File: config.mk
export PLATFORM = sky130hd
export DESIGN_NAME = key10_bcd_encoder
export DESIGN_NICKNAME = d
export VERILOG_FILES = /design/src/rtl/key10_bcd_encoder.sv
export SDC_FILE = /design/constraint.sdc
export NUM_CORES = 1
export LEC_CHECK = 0
export CORE_UTILIZATION = 61
export DETAILED_ROUTE_END_ITERATION = 10
export PLACE_DENSITY = 0.81
export SYNTH_ARGS = -nofsm -noshare
export SYNTH_HDL_FRONTEND = slang
export SYNTH_SLANG_ARGS = --single-unit
File: constraint.sdc
create_clock -name clk -period 4.2 [get_ports clk]
set_input_delay 0.63 -clock clk [delete_from_list [all_inputs] [get_ports clk]]
set_output_delay 0.63 -clock clk [all_outputs]
set_load 0.005 [all_outputs]
File: src/rtl/key10_bcd_encoder.sv
// rtl/key10_bcd_encoder.sv - debounced 10-key to BCD encoder with valid/ready output
module key10_bcd_encoder #(
  parameter int DEBOUNCE_CYCLES = 250000,
  parameter int CW              = $clog2(DEBOUNCE_CYCLES)
) (
  input  logic       clk,
  input  logic       reset,
  input  logic [9:0] key,
  input  logic       ready,
  output logic [3:0] bcd,
  output logic       valid,
  output logic       err,
  output logic       overrun
);

  // Counter value at which a candidate has been seen DEBOUNCE_CYCLES times in a row
  localparam logic [CW-1:0] CNT_MAX = CW'(DEBOUNCE_CYCLES - 1);

  typedef enum logic {
    ST_RELEASED = 1'b0,
    ST_HELD     = 1'b1
  } state_t;

  logic [9:0]    s1;
  logic [9:0]    s2;
  logic [9:0]    cand;
  logic [9:0]    stab;
  logic [CW-1:0] cnt;

  state_t        state;
  state_t        state_nxt;
  logic          press_evt;
  logic          multi_evt;
  logic [3:0]    press_idx;
  logic          stab_any;
  logic          stab_multi;

  // Two-flop synchroniser per key line; nothing downstream touches key directly
  always_ff @(posedge clk) begin
    if (reset) begin
      s1 <= '0;
      s2 <= '0;
    end else begin
      s1 <= key;
      s2 <= s1;
    end
  end

  // Debouncer: any change restarts the count, a full run of identical samples commits to stab
  always_ff @(posedge clk) begin
    if (reset) begin
      cand <= '0;
      cnt  <= '0;
      stab <= '0;
    end else if (s2 != cand) begin
      cand <= s2;
      cnt  <= '0;
    end else if (cnt < CNT_MAX) begin
      cnt <= cnt + 1'b1;
    end else begin
      stab <= cand;
    end
  end

  // Classify the debounced state and find the index of the lowest set bit
  always_comb begin
    stab_any   = |stab;
    stab_multi = (stab & (stab - 10'd1)) != 10'd0;
    press_idx  = 4'd0;
    for (int i = 9; i >= 0; i--) begin
      if (stab[i]) begin
        press_idx = 4'(i);
      end
    end
  end

  // Press FSM next-state: one event per press, then wait for a full release
  always_comb begin
    state_nxt = state;
    press_evt = 1'b0;
    multi_evt = 1'b0;
    case (state)
      ST_RELEASED: begin
        if (stab_any) begin
          state_nxt = ST_HELD;
          if (stab_multi) begin
            multi_evt = 1'b1;
          end else begin
            press_evt = 1'b1;
          end
        end
      end
      ST_HELD: begin
        if (!stab_any) begin
          state_nxt = ST_RELEASED;
        end
      end
      default: state_nxt = ST_RELEASED;
    endcase
  end

  // Press FSM state register
  always_ff @(posedge clk) begin
    if (reset) begin
      state <= ST_RELEASED;
    end else begin
      state <= state_nxt;
    end
  end

  // Output stage: load on press when the slot is free or draining, else flag the drop
  always_ff @(posedge clk) begin
    if (reset) begin
      bcd     <= 4'd0;
      valid   <= 1'b0;
      err     <= 1'b0;
      overrun <= 1'b0;
    end else begin
      err <= multi_evt;
      if (press_evt) begin
        if (!valid || ready) begin
          bcd   <= press_idx;
          valid <= 1'b1;
        end else begin
          overrun <= 1'b1;
        end
      end else if (valid && ready) begin
        valid <= 1'b0;
      end
    end
  end

endmodule
==> impl_metrics.env <==
export IMPL_grt_setup_unrepaired="no"
export IMPL_fin_util=0.757
export IMPL_synth_area_mm2=0.00264
export IMPL_p_leak_nw=1.14
export IMPL_initial_core_util=0.647
export IMPL_cp_required_ns=4.44
export IMPL_grt_use_met3=0.0717
export IMPL_cts_setup_buffers=0
export IMPL_row_count=23
export IMPL_drc=0
export IMPL_fp_dieW_um=67.8
export IMPL_gr_max_usage_layer="met2"
export IMPL_fp_dieH_um=67.8
export IMPL_cp_max_fo=7
export IMPL_synth_seq_cells=66
export IMPL_fmax_mhz=403
export IMPL_ant_nets=0
export IMPL_yosysSeqAreaShare=0.500
export IMPL_gp_congestion=0.826
export IMPL_routedWlPerCell_um=12.8
export IMPL_hold_class="register to register"
export IMPL_cts_htree_levels=3
export IMPL_synth_edf_count=0
export IMPL_clk_path_buf_depth=2
export IMPL_num_vias=1902
export IMPL_drt_iter0_drc=198
export IMPL_area_delta_synth_final_pct=17.0
export IMPL_setup_tns_ns=0
export IMPL_yosys_warnings=0
export IMPL_via_per_inst=5.51
export IMPL_final_common_cell="dfxtp_1"
export IMPL_clock_skew_ns=0.00743
export IMPL_setup_violations=0
export IMPL_finalMaxSlewViolations=0
export IMPL_worstMarginPinSlew_ns=0.789
export IMPL_clkLatencyLatePin_ns=0.34
export IMPL_min_period_ns=2.48
export IMPL_root_buffer="clkbuf_8"
export IMPL_timing_final_crit_share=0.591
export IMPL_core_area_mm2=0.00409
export IMPL_dp_cells=329
export IMPL_hold_viol_final=0
export IMPL_maxCapViolCount=0
export IMPL_crit_type="register to register"
export IMPL_layout_common_cells="dfxtp_1, nor2_1, nor2b_1"
export IMPL_fin_cells=345
export IMPL_wl_um=4420
export IMPL_startpoint_type="register"
export IMPL_ctsResizeCount=0
export IMPL_syn_area_per_cell_um2=9.82
export IMPL_nets=304
export IMPL_yosys_most_used_dff="dfxtp_1"
export IMPL_syn_num_nets=283
export IMPL_hold_buffers=0
export IMPL_drtPass1Iterations=4
export IMPL_dp_hpwl_um=2900
export IMPL_met1_usage=0.292
export IMPL_cts_sinks=66
export IMPL_fill_cells=290
export IMPL_status="completed"
export IMPL_die_area_mm2=0.00460
export IMPL_grt_max_degree=33
export IMPL_synth_cell_types=46
export IMPL_port_buffers=19
export IMPL_ff2ff_setup_slack_ns=1.72
export IMPL_synth_cells=269
export IMPL_ir_drop_mv=0.278
export IMPL_worst_slack_ns=1.72
export IMPL_multiInputGateArea_mm2=0.00126
export IMPL_io_pins=20
export IMPL_seqCellArea_mm2=0.00132
export IMPL_drive_above_1_share=0.0949
export IMPL_grt_pass1_vias=1679
export IMPL_dpl_worst_slack_ns=1.74
export IMPL_endpoint_kind="register"
export IMPL_cts_tree="yes"
export IMPL_crit_arrival_ns=2.72
export IMPL_maxSlewHeadroom=0.472
export IMPL_grt_pass1_wl_um=7390
export IMPL_diodes=0
export IMPL_clk_pin_slew_worst_paths_ns=0.07
export IMPL_cts_buffers=9
export IMPL_powerDensity_mw_per_mm2=412
export IMPL_grt_overflow=0
export IMPL_antenna_found_initial=0
export IMPL_globalRouteTotalUtil=0.222
export IMPL_async_reset_ff_frac=0
export IMPL_holdWs_ns=0.437
export IMPL_met2_usage=0.324
[synth_stat cells (2+ instances only)]
cell type | instances | area [um^2]
nor3_1 | 6 | 30.0
and2_1 | 2 | 12.5
a21oi_1 | 5 | 25.0
a2111oi_0 | 3 | 26.3
nand2_1 | 8 | 30.0
dfxtp_1 | 66 | 1320
o21ai_0 | 5 | 25.0
nor2_1 | 34 | 128
xnor2_1 | 3 | 26.3
o31ai_1 | 3 | 22.5
nand3_1 | 3 | 15.0
nand2b_1 | 3 | 18.8
nor4_1 | 5 | 31.3
mux2_2 | 2 | 22.5
nor2b_1 | 33 | 206
xor2_1 | 21 | 184
o2111ai_1 | 3 | 26.3
and4_1 | 2 | 17.5
or4_1 | 2 | 15.0
and3_1 | 2 | 12.5
nand4_1 | 7 | 43.8
mux2i_1 | 13 | 130
clkbuf_1 | 9 | 33.8
or3_1 | 3 | 18.8
inv_1 | 5 | 18.8
[report_power, final]
group,switching (mW),internal [mW]
registers,0.00565,0.638
clock network,0.239,0.351
logic,0.0178,0.0225
total,0.263,1.01
[worst paths after layout]
| path | from | end | depth (start not counted) |
|---|---|---|---|
| max | stab[1]$_SDFFE_PP0P_ | bcd[3]$_SDFFE_PP0P_ | 6 |
| min reg2reg | state$_SDFF_PP0_ | err$_SDFF_PP0_ | 1 |
| max reg2reg | stab[1]$_SDFFE_PP0P_ | bcd[3]$_SDFFE_PP0P_ | 6 |
| min | state$_SDFF_PP0_ | err$_SDFF_PP0_ | 1 |
[layout make-up]
| class | instances | share of cell area |
|---|---|---|
| repair buffers | 21 | 0.0664 |
| flip-flops and latches | 66 | 0.427 |
| well taps | 50 | 0.0202 |
| clock buffers | 10 | 0.0445 |
| multi-input cells | 187 | 0.407 |
| clock inverters | 6 | 0.0287 |
| inverters | 5 | 0.00607 |
[critical path: stages (launching register included)]
cell and delay [ns]:
dfxtp_1 0.37, or4_1 0.58, a2111oi_0 0.45, o32ai_1 0.15, a211o_1 0.31, nor2b_4 0.18, mux2_2 0.34
[sequential cells by signal (all words and copies together), names as in the netlist]
| name | flops |
|---|---|
| cand | 10 |
| stab | 10 |
| bcd | 4 |
| s1 | 10 |
| valid | 1 |
| cnt | 18 |
| state | 1 |
| overrun | 1 |
| s2 | 10 |
| err | 1 |
[kinds of logic after synthesis]
group,count (synthesis),share of synthesized area
AO/OA/AOI/OAI,31,0.0909
XOR/XNOR,24,0.0795
adder cells (fa/ha/maj),2,0.00852
buffers and inverters,16,0.0241
flip-flops,66,0.500
multiplexers,15,0.0578
AND/OR/NAND/NOR,115,0.239
[per-layer routing]
metal	vias to the layer above	wire length, um
met2	56	1960
met5	-	0
met1	866	2140
met3	10	237
li1	970	-
met4	0	87
[per-stage QoR]
step                area [um^2]  power [mW]
CTS                        3090        1.29
global route               3090        1.32
floorplan                  2640       0.681
detailed placement         2870       0.699
finish                     3090        1.27
global placement           2870       0.697
(Power assumes the default switching activity.)
